File: src/rtl/fetch_pkg.sv
// Shared types and constants for the instruction-fetch sequencer.
package fetch_pkg;

    localparam int unsigned PC_W        = 32;
    localparam int unsigned INSTR_BYTES = 4;
    localparam logic [PC_W-1:0] DEFAULT_RESET_PC = 32'h0000_0000;

    // FSM state encoding is visible on state_o, so values are fixed.
    typedef enum logic [2:0] {
        ST_BOOT     = 3'd0,
        ST_RUN      = 3'd1,
        ST_WAIT_MEM = 3'd2,
        ST_FLUSH    = 3'd3,
        ST_HALT     = 3'd4
    } state_t;

    // Next-PC source selection.
    typedef enum logic [1:0] {
        SEL_HOLD   = 2'd0,
        SEL_SEQ    = 2'd1,
        SEL_BRANCH = 2'd2
    } pc_sel_t;

    // Redirect targets are forced onto an instruction boundary.
    function automatic logic [PC_W-1:0] align_pc(input logic [PC_W-1:0] addr);
        return {addr[PC_W-1:2], 2'b00};
    endfunction

endpackage

File: src/rtl/fetch_pc_reg.sv
// Program counter register with sequential / branch / hold next-PC mux.
module fetch_pc_reg
    import fetch_pkg::*;
#(
    parameter logic [31:0] RESET_PC = DEFAULT_RESET_PC
) (
    input  logic        clk,
    input  logic        rst_n,
    input  pc_sel_t     sel,
    input  logic [31:0] target,
    output logic [31:0] pc,
    output logic [31:0] pc_plus4
);

    logic [31:0] pc_next;

    // Sequential address wraps modulo 2^32.
    assign pc_plus4 = pc + 32'(INSTR_BYTES);

    // Next-PC mux; hold keeps the current value.
    always_comb begin
        pc_next = pc;
        case (sel)
            SEL_SEQ:    pc_next = pc_plus4;
            SEL_BRANCH: pc_next = target;
            default:    pc_next = pc;
        endcase
    end

    // PC state, loaded only when a new source is selected.
    always_ff @(posedge clk or negedge rst_n) begin
        if (!rst_n) begin
            pc <= RESET_PC;
        end else if (sel != SEL_HOLD) begin
            pc <= pc_next;
        end
    end

endmodule

File: src/rtl/fetch_sequencer.sv
// Fetch-stage PC sequencer: owns the PC, drives the imem request and IF/ID flush.
module fetch_sequencer
    import fetch_pkg::*;
#(
    parameter logic [31:0] RESET_PC     = DEFAULT_RESET_PC,
    parameter int unsigned FLUSH_CYCLES = 1,
    parameter int unsigned CNT_W        = 16
) (
    input  logic             clk,
    input  logic             rst_n,
    input  logic             stall_i,
    input  logic             branch_taken_i,
    input  logic [31:0]      branch_target_i,
    input  logic             halt_i,
    input  logic             resume_i,
    input  logic             imem_ready_i,
    output logic             imem_req_o,
    output logic [31:0]      pc_o,
    output logic [31:0]      pc_plus4_o,
    output logic             instr_valid_o,
    output logic             flush_o,
    output logic             misalign_o,
    output logic [2:0]       state_o,
    output logic [CNT_W-1:0] fetch_count_o
);

    localparam logic [2:0] FLUSH_LAST = 3'(FLUSH_CYCLES - 1);

    state_t      state;
    logic [2:0]  flush_cnt;
    logic        accept;
    logic        redirect;
    pc_sel_t     pc_sel;
    logic [31:0] target_aligned;

    assign target_aligned = align_pc(branch_target_i);
    assign state_o        = state;
    assign instr_valid_o  = accept;

    // Fetch acceptance, redirect detection and next-PC source per state.
    always_comb begin
        accept   = 1'b0;
        redirect = 1'b0;
        pc_sel   = SEL_HOLD;
        case (state)
            ST_RUN, ST_WAIT_MEM: begin
                redirect = branch_taken_i;
                accept   = imem_ready_i & ~stall_i & ~branch_taken_i & ~halt_i;
            end
            ST_FLUSH: redirect = branch_taken_i;
            default: begin
                accept   = 1'b0;
                redirect = 1'b0;
            end
        endcase
        if (redirect) begin
            pc_sel = SEL_BRANCH;
        end else if (accept) begin
            pc_sel = SEL_SEQ;
        end
    end

    fetch_pc_reg #(
        .RESET_PC (RESET_PC)
    ) u_pc_reg (
        .clk      (clk),
        .rst_n    (rst_n),
        .sel      (pc_sel),
        .target   (target_aligned),
        .pc       (pc_o),
        .pc_plus4 (pc_plus4_o)
    );

    // Sticky misalignment flag and retired-fetch counter.
    always_ff @(posedge clk or negedge rst_n) begin
        if (!rst_n) begin
            misalign_o    <= 1'b0;
            fetch_count_o <= '0;
        end else begin
            if (redirect && (branch_target_i[1:0] != 2'b00)) begin
                misalign_o <= 1'b1;
            end
            if (accept) begin
                fetch_count_o <= fetch_count_o + CNT_W'(1);
            end
        end
    end

    // FSM with request/flush outputs registered alongside each transition.
    always_ff @(posedge clk or negedge rst_n) begin
        if (!rst_n) begin
            state      <= ST_BOOT;
            flush_cnt  <= 3'd0;
            flush_o    <= 1'b0;
            imem_req_o <= 1'b0;
        end else begin
            case (state)
                ST_BOOT: begin
                    state      <= ST_RUN;
                    imem_req_o <= 1'b1;
                    flush_o    <= 1'b0;
                end
                ST_RUN, ST_WAIT_MEM: begin
                    if (branch_taken_i) begin
                        state      <= ST_FLUSH;
                        flush_cnt  <= FLUSH_LAST;
                        flush_o    <= 1'b1;
                        imem_req_o <= 1'b0;
                    end else if (halt_i) begin
                        state      <= ST_HALT;
                        imem_req_o <= 1'b0;
                    end else if (stall_i) begin
                        // Stall holds whichever fetch state we are in.
                        imem_req_o <= 1'b1;
                    end else if (!imem_ready_i) begin
                        state      <= ST_WAIT_MEM;
                        imem_req_o <= 1'b1;
                    end else begin
                        state      <= ST_RUN;
                        imem_req_o <= 1'b1;
                    end
                end
                ST_FLUSH: begin
                    if (branch_taken_i) begin
                        flush_cnt <= FLUSH_LAST;
                    end else if (flush_cnt == 3'd0) begin
                        state      <= ST_RUN;
                        flush_o    <= 1'b0;
                        imem_req_o <= 1'b1;
                    end else begin
                        flush_cnt <= flush_cnt - 3'd1;
                    end
                end
                ST_HALT: begin
                    if (resume_i) begin
                        state      <= ST_RUN;
                        imem_req_o <= 1'b1;
                    end
                end
                default: begin
                    state      <= ST_BOOT;
                    flush_o    <= 1'b0;
                    imem_req_o <= 1'b0;
                end
            endcase
        end
    end

endmodule

File: config.mk
export PLATFORM = sky130hd
export DESIGN_NAME = fetch_sequencer
export DESIGN_NICKNAME = d
export VERILOG_FILES = /design/src/rtl/fetch_pkg.sv /design/src/rtl/fetch_pc_reg.sv /design/src/rtl/fetch_sequencer.sv
export SDC_FILE = /design/constraint.sdc
export NUM_CORES = 1
export LEC_CHECK = 0
export BUFFER_PORTS_ARGS = -buffer_cell sky130_fd_sc_hd__buf_2
export CAP_MARGIN = 20
export CORE_ASPECT_RATIO = 0.6
export CORE_MARGIN = 5
export CORE_UTILIZATION = 50
export CTS_BUF_LIST = sky130_fd_sc_hd__clkbuf_4
export DETAILED_ROUTE_END_ITERATION = 7
export PLACE_DENSITY = 0.75
export SETUP_SLACK_MARGIN = 0.02
export SLEW_MARGIN = 20
export SYNTH_ARGS = -nofsm -noshare
export SYNTH_HDL_FRONTEND = slang
export SYNTH_SLANG_ARGS = --single-unit
export TNS_END_PERCENT = 30
File: constraint.sdc
create_clock -name clk -period 5.31 [get_ports clk]
set_clock_uncertainty 0.05 [all_clocks]
set_input_delay 0.7965 -clock clk [delete_from_list [all_inputs] [get_ports clk]]
set_output_delay 0.7965 -clock clk [all_outputs]
set_load 0.03 [all_outputs]
* Word-level counts from Yosys, hierarchy flattened *
Index checks and enable logic that the tools add are counted.

storage, ports and cells
  bits in registers = 57
  bits of input ports = 39
  logic and storage cells = 70

operators by class
  add/sub/neg operators = 3
  eq/ne operators = 12
  multiplexer cells = 27
  bitwise operators = 7
  reduce and logical (&&, ||, !) cells = 14

operator list
  kind                                               count
  case mux 32 bit (2 select lines)                   1
  adder 32 x 3 -> 32 bit (second input constant)     1
  two-way mux 3 bit                                  9
  adder 16 x 1 -> 16 bit (second input constant)     1
  case mux 3 bit (4 select lines)                    1
  two-way mux 1 bit                                  11
  inequality test 2 bit (second input constant)      4
  AND reduction 4 bit                                2
  nonzero test 2 bit                                 4
  == test 3 x 2 -> 1 bit (second input constant)     2
  logical NOT 3 bit                                  2
  case mux 3 bit (2 select lines)                    1
  AND reduction 3 bit                                2
  two-way mux 2 bit                                  2
  inequality test 4 bit (second input constant)      1
  inverter 1 bit                                     4
  case mux 1 bit (4 select lines)                    1
  bitwise AND 1 bit                                  3
  == test 3 x 1 -> 1 bit (second input constant)     1
  == test 3 bit (second input constant)              1
  inequality test 3 bit (second input constant)      1
  case mux 1 bit (3 select lines)                    1
  OR reduction 3 bit                                 1
  subtractor 3 x 1 -> 3 bit (second input constant)  1
  5 further kinds                                    5

* Logic depth before layout (Yosys ltp) *
Gate-level depths: netlist of run 1.

  word-level depth = 10
  gate-level depth with buffers = 9
  mapped depth without buffers = 6

* By module *
A second synthesis of run 1 with hierarchy kept.

second synthesis, totals
  cells, all modules = 417
  area total of the unflattened synthesis = 3842.4 µm²

by module, submodules not included
  module           times used  cells each  area each (µm²)
  fetch_pc_reg     1           289         2518.7
  fetch_sequencer  1           128         1323.8

* Worst setup path after synthesis of run 1 *
No wires, ideal clock.

  path kind = input-to-output
  from = input branch_taken_i
  to = output instr_valid_o
  arrival time = 2.313 ns
  data required time = 4.464 ns
  slack = 2.150 ns
  stages on the path = 7
  cell sequence = buf_2 > or3_1 > buf_2 > or3_1 > buf_2 > inv_1 > buf_2

between the ends
  word-level cells in the longest chain between the ends = 4

ends and longest elaborated chain
  what                             RTL line               source
  from (decl)                      fetch_sequencer.sv:12  input logic branch_taken_i,
  inverter 1 bit                   fetch_sequencer.sv:48  accept = imem_ready_i & ~stall_i & ~branch_taken_i & ~halt_i;
  bitwise AND 1 bit (2 in series)  fetch_sequencer.sv:48
  two-way mux 1 bit                fetch_sequencer.sv:45  case (state)
  to (decl)                        fetch_sequencer.sv:20  output logic instr_valid_o,

No other way between the ends.

* Worst setup path after layout of run 1 *
  from = register state[2] (netlist: state_o[2])
  to = output instr_valid_o

between the ends
  word-level cells in the longest chain between the ends = 3
  elaborated cells on any way between the ends = 4

ends and longest elaborated chain
  what                                                              RTL line                source
  from (decl)                                                       fetch_sequencer.sv:29   state_t state;
  from (signal assigned)                                            fetch_sequencer.sv:92   state <= ST_BOOT;
  from (signal assigned)                                            fetch_sequencer.sv:99   state <= ST_RUN;
  from (signal assigned)                                            fetch_sequencer.sv:105  state <= ST_FLUSH;
  == test 3 x 1 -> 1 bit or == test 3 x 2 -> 1 bit (tied branches)  fetch_sequencer.sv:45
  OR reduction 2 bit (*)                                            fetch_sequencer.sv:45
  two-way mux 1 bit (*)                                             fetch_sequencer.sv:45

Mark *: on every way between the ends. The rest lies on a longest branch, timed or not.

==> impl_metrics.env, run 1 <==
export IMPL_outcome="finished clean"
export IMPL_min_path_type="in2async"
export IMPL_postCtsResizedCells=0
export IMPL_power_total_mw=2.69
export IMPL_root_buffer="clkbuf_4"
export IMPL_worst_pin_slew_ns=0.766
export IMPL_synth_area_leaders="dfrtp_1, xnor2_1, nand4_1"
export IMPL_hold_viol=0
export IMPL_cp_depth=5
export IMPL_path_max_fanout=45
export IMPL_wl_per_cell_um=18.7
export IMPL_synth_edff_count=0
export IMPL_antenna_found_initial=0
export IMPL_via_count=4051
export IMPL_start_util_pct=52.4
export IMPL_cp_top_family="simple AND/OR/NAND/NOR gates"
export IMPL_startpoint_type="flip-flop"
export IMPL_htree_levels=2
export IMPL_core_um2=7390
export IMPL_tns_ns=0
export IMPL_cts_tree="built"
export IMPL_dp_hpwl_um=8730
export IMPL_postCtsSetupRepairBufs=0
export IMPL_crit_chain="or3_1 > or3_1 > buf_4 > inv_1 > buf_2"
export IMPL_gp_congestion=0.913
export IMPL_setup_viol=0
export IMPL_grt_setup_unrepaired="false"
export IMPL_crit_path_frequent_cell="or3_1"
export IMPL_drtAntennaViolNets=0
export IMPL_die_w_um=124
export IMPL_yosys_warnings=0
export IMPL_synth_most_common_cell="dfrtp_1"
export IMPL_worst_path_buf_inv=3
export IMPL_grt_max_degree=56
export IMPL_fin_nets=584
export IMPL_p_leak_nw=2.07
export IMPL_vias_per_cell=6.27
export IMPL_die_area_um2=9650
export IMPL_required_ns=4.46
export IMPL_io_buffers=121
export IMPL_ys_types=55
export IMPL_drtIter0Drc=395
export IMPL_dieHeight_um=78.1
export IMPL_critical_path_arrival_ns=2.83
export IMPL_clk_path_buf_depth=2
export IMPL_async_reset_ff_share_pct=100
export IMPL_ir_drop_uv=471
export IMPL_crit_type="reg2out"
export IMPL_postCtsHoldBufs=0
export IMPL_finalCritPeriodShare_pct=69.3
export IMPL_gr_total_overflow=0
export IMPL_drtPass1Iterations=5
export IMPL_slew_viol_final=0
export IMPL_insertion_delay_ns=0.42
export IMPL_r2r_cells=7
export IMPL_period_minus_slack_ns=3.68
export IMPL_worst_path_max_delay_cell="or3_1"
export IMPL_ioPinCount=126
export IMPL_worst_path_largest_cell_delay_ns=0.69
export IMPL_drc_errors=0
export IMPL_avgSynthCellArea_um2=8.63
export IMPL_relSlewSlack_pct=48.4
export IMPL_synth_ff_type="dfrtp_1"
export IMPL_clock_sinks=55
export IMPL_synth_top_cell_area_share_pct=35.6
export IMPL_grt_usage_pct=25.0
export IMPL_p_per_area_nw_per_um2=594
export IMPL_num_rows=24
export IMPL_numCtsBuffers=5
export IMPL_synthTopCellsByCount="dfrtp_1, nand3_1, nand4_1"
export IMPL_grt_pass1_vias=3936
export IMPL_layout_drive_gt1_share_pct=27.7
export IMPL_ys_ff_latch=55
export IMPL_drv_cap=0
export IMPL_end_kind="output pin"
export IMPL_synth_cells=448
export IMPL_diodes=0
export IMPL_yosys_area_top_type="dfrtp_1"
export IMPL_netlist_area_um2=3870
export IMPL_fmax_mhz=272
export IMPL_seq_area_frac_synth_pct=35.6
export IMPL_clk_pin_slew_worst_paths_ns=0.18
export IMPL_wl_um=12100
export IMPL_grt_first_pass_wirelength_um=19600
export IMPL_area_growth_pct=17.1
==> final cells by class <==
type                    instances  area, um2
well taps                     104        130
multi-input cells             337       2260
repair buffers                128        658
fillers                       683       2860
flip-flops and latches         55       1380
inverters                      14       52.6
clock inverters                 3       20.0
clock buffers                   5       37.5
==> metal layers <==
metal  up-vias  track usage, %  wire [um]
met5         -               0          0
met4         0            7.62        206
met3        28            5.46       1260
met2       238            36.3       5080
met1      1936            37.0       5540
li1       1849               -          -
==> path summary, 6_finish.rpt <==
check / startpoint / endpoint / slack [ns]
worst max register to register: state_o[2] / u_pc_reg.pc[28] / 2.07
min in group clk: fetch_count_o[15] / fetch_count_o[15] / 0.44
max in group asynchronous: rst_n / u_pc_reg.pc[31] / 4.26
worst min register to register: fetch_count_o[15] / fetch_count_o[15] / 0.44
worst min-delay path: rst_n / u_pc_reg.pc[16] / 0.44
worst max-delay path: state_o[2] / instr_valid_o / 1.63
==> registers in the layout, summed over array words and instances (netlist names) <==
signal	flops
misalign_o	1
u_pc_reg.pc	30
state_o	3
flush_cnt	3
imem_req_o	1
fetch_count_o	16
flush_o	1
==> report_power, final <==
part / switching [mW] / internal, mW
sequential: 0.334 / 0.564
combinational: 1.08 / 0.517
clock: 0.148 / 0.0511
==> cell families (layout without fill, tap and decap cells) <==
kind of cell | Yosys count | count (layout) | share of synthesized area (%)
AND/OR/NAND/NOR | 217 | 217 | 31.9
buffers and inverters | 59 | 150 | 6.57
AO/OA/AOI/OAI | 56 | 56 | 11.4
flip-flops | 55 | 55 | 35.6
XOR/XNOR | 44 | 44 | 9.96
multiplexers | 12 | 12 | 3.24
adder cells (fa/ha/maj) | 4 | 4 | 1.29
other | 1 | 4 | 0.0970
==> through the flow <==
step	area [um2]	utilization [%]	hold WS [ns]	setup WS (ns)	cells
final	4530	61.3	0.438	1.63	646
after global routing	4530	61.3	0.460	1.45	646
after global placement	4470	60.5	0.404	1.85	638
after CTS	4530	61.3	0.435	1.66	646
after detailed placement	4470	60.5	0.412	1.82	638
after floorplan	3880	-	0.431	2.15	451
==> cell usage in the layout (no fill, tap or decap), types with 9 or more instances in the layout <==
| cell type | count |
|---|---|
| o211ai_1 | 9 |
| nor2_1 | 21 |
| and3_1 | 11 |
| nand4_1 | 32 |
| nand3_1 | 34 |
| nor4_1 | 18 |
| xor2_1 | 14 |
| buf_2 | 121 |
| nand2_1 | 30 |
| dfrtp_1 | 55 |
| inv_1 | 14 |
| nor3_1 | 19 |
| xnor2_1 | 30 |
Note: power is estimated with default switching activity, not from simulation.
==> inputs of run 2 (changes only) <==
==> constraint.sdc (replaced) <==
create_clock -name clk -period 3.55 [get_ports clk]
set_clock_uncertainty 0.05 [all_clocks]
set_input_delay 0.5325 -clock clk [delete_from_list [all_inputs] [get_ports clk]]
set_output_delay 0.5325 -clock clk [all_outputs]
set_load 0.03 [all_outputs]
==> run 2 against run 1 <==
  * Sequential cell count did not move
  * Critical path depth up 1
  * Sequential share of layout area decreased by 0.084 points
  * Non-clock buffer count up 1
  * First-iteration DRC count rose by 0.25%
  * Design area is 0.28% higher
  * Clock-buffer cell count unchanged
  * Largest cell class unchanged
  * Total power rose by 50%
  * Final cell count increased by 0.15%
  * Worst hold slack lost 0.27 ns
==> impl_metrics.env, run 2 (synthesized netlist as in run 1, its figures left out) <==
export IMPL_layout_commonest_cell="buf_2"
export IMPL_setup_viol=0
export IMPL_grt_usage_pct=24.6
export IMPL_dp_cells=639
export IMPL_cp_top_family="simple AND/OR/NAND/NOR gates"
export IMPL_ir_drop_uv=563
export IMPL_root_buffer="clkbuf_4"
export IMPL_start_util_pct=52.4
export IMPL_clockPowerShare_pct=7.9
export IMPL_dieHeight_um=78.1
export IMPL_gp_congestion=0.903
export IMPL_finalCritPeriodShare_pct=94.9
export IMPL_period_minus_slack_ns=3.37
export IMPL_vias_per_cell=6.26
export IMPL_core_um2=7390
export IMPL_p_per_area_nw_per_um2=892
export IMPL_outcome="finished clean"
export IMPL_relSlewSlack_pct=28.7
export IMPL_reg_largest_list="u_pc_reg.pc: 30 flops, fetch_count_o: 16 flops"
export IMPL_critical_path_arrival_ns=2.79
export IMPL_insertion_delay_ns=0.41
export IMPL_wl_um=12000
export IMPL_die_area_um2=9650
export IMPL_hold_viol=0
export IMPL_largest_reg_flops=30
export IMPL_worst_path_largest_cell_delay_ns=0.62
export IMPL_gr_total_overflow=0
export IMPL_area_growth_pct=17.5
export IMPL_drtPass1Iterations=5
export IMPL_required_ns=2.97
export IMPL_drtAntennaViolNets=0
export IMPL_die_w_um=124
export IMPL_power_total_mw=4.05
export IMPL_clock_sinks=55
export IMPL_numCtsBuffers=5
export IMPL_crit_type="reg2out"
export IMPL_slew_viol_final=0
export IMPL_layout_drive_gt1_share_pct=28.2
export IMPL_switching_share_pct=58.0
export IMPL_fill_cells=669
export IMPL_end_kind="output pin"
export IMPL_min_path_type="in2async"
export IMPL_startpoint_type="flip-flop"
export IMPL_num_rows=24
export IMPL_grt_first_pass_wirelength_um=19300
export IMPL_grt_setup_unrepaired="false"
export IMPL_netSwitchingPower_mw=2.35
export IMPL_htree_levels=2
export IMPL_p_leak_nw=2.08
export IMPL_stdcell_count=647
export IMPL_clk_path_buf_depth=2
export IMPL_final_cell_mix="buf_2, dfrtp_1, nand3_1, nand4_1"
export IMPL_drtIter0Drc=396
export IMPL_worst_path_buf_inv=1
export IMPL_via_count=4047
export IMPL_post_place_ws_ns=0.661
export IMPL_path_max_fanout=10
export IMPL_fin_nets=585
export IMPL_io_buffers=121
export IMPL_fin_ws_ns=0.181
export IMPL_drc_errors=0
export IMPL_clk_pin_slew_worst_paths_ns=0.20
export IMPL_ff_latch_area_um2=1380
export IMPL_antenna_found_initial=0
export IMPL_dp_hpwl_um=8810
export IMPL_worst_path_max_delay_cell="dfrtp_1"
export IMPL_tns_ns=0
export IMPL_diodes=0
export IMPL_largest_register="u_pc_reg.pc"
export IMPL_ioPinCount=126
export IMPL_comb_power_share_pct=59.2
export IMPL_grt_pass1_vias=3772
export IMPL_grt_max_degree=45
export IMPL_worst_pin_slew_ns=1.07
export IMPL_cts_tree="built"
export IMPL_wl_per_cell_um=18.6
export IMPL_multiInputGateArea_um2=2250
export IMPL_p_int_mw=1.70
export IMPL_fmax_mhz=297
export IMPL_p_seq_share_pct=32.9
export IMPL_drv_cap=0
export IMPL_crit_chain="ha_1 > nand3_1 > or4_1 > nor3_1 > xor2_1 > buf_2"
run 2: power by group through the flow:
| stage | registers [mW] | clock network (mW) | logic (mW) |
|---|---|---|---|
| after floorplan | 1.50 | 0 | 1.49 |
| after global routing | 1.38 | 0.349 | 2.57 |
| after detailed placement | 1.33 | 0 | 2.39 |
| after global placement | 1.30 | 0 | 2.35 |
| after CTS | 1.31 | 0.325 | 2.40 |
| final | 1.33 | 0.320 | 2.40 |
run 2: worst paths after layout:
path,start,to,slack [ns],depth (start not counted)
setup reg to reg,u_pc_reg.pc[4],u_pc_reg.pc[28],0.87,4
hold / removal,rst_n,fetch_count_o[0],0.17,1
setup / recovery,u_pc_reg.pc[2],pc_plus4_o[30],0.18,6
max in group asynchronous,rst_n,u_pc_reg.pc[29],2.46,2
min in group clk,branch_target_i[24],u_pc_reg.pc[24],0.29,3
hold reg to reg,fetch_count_o[15],fetch_count_o[15],0.43,1
run 2: metal layers:
metal | global-route usage, % | share of wire [%] | vias up
met5 | 0 | 0 | -
met4 | 4.97 | 1.2 | 0
met3 | 6.03 | 11 | 21
met2 | 35.2 | 41 | 259
met1 | 37.5 | 46 | 1923
li1 | - | - | 1844
run 2: area by class of cell:
cell class	count	area share, %
Sequential cell	55	30.3
Multi-Input combinational cell	337	49.6
Clock buffer	5	0.826
Tap cell	104	2.86
Clock inverter	3	0.578
Inverter	14	1.16
Timing Repair Buffer	129	14.7
run 2: what timing repair did:
action | CTS | global route
endpoints found under the setup margin | 0 | 1
hold buffers | 0 | 0
gates resized for setup | 0 | 1
buffers inserted | 0 | 0
endpoints found under the hold margin | 0 | 0
run 2: per-stage QoR:
step           cell area, um2  hold slack [ns]  util (%)
2_1_floorplan            3880            0.187         -
3_3_place_gp             4480            0.404      60.6
3_5_place_dp             4480            0.408      60.6
4_1_cts                  4540            0.199      61.4
5_1_grt                  4540            0.254      61.5
6_report                 4540            0.173      61.5
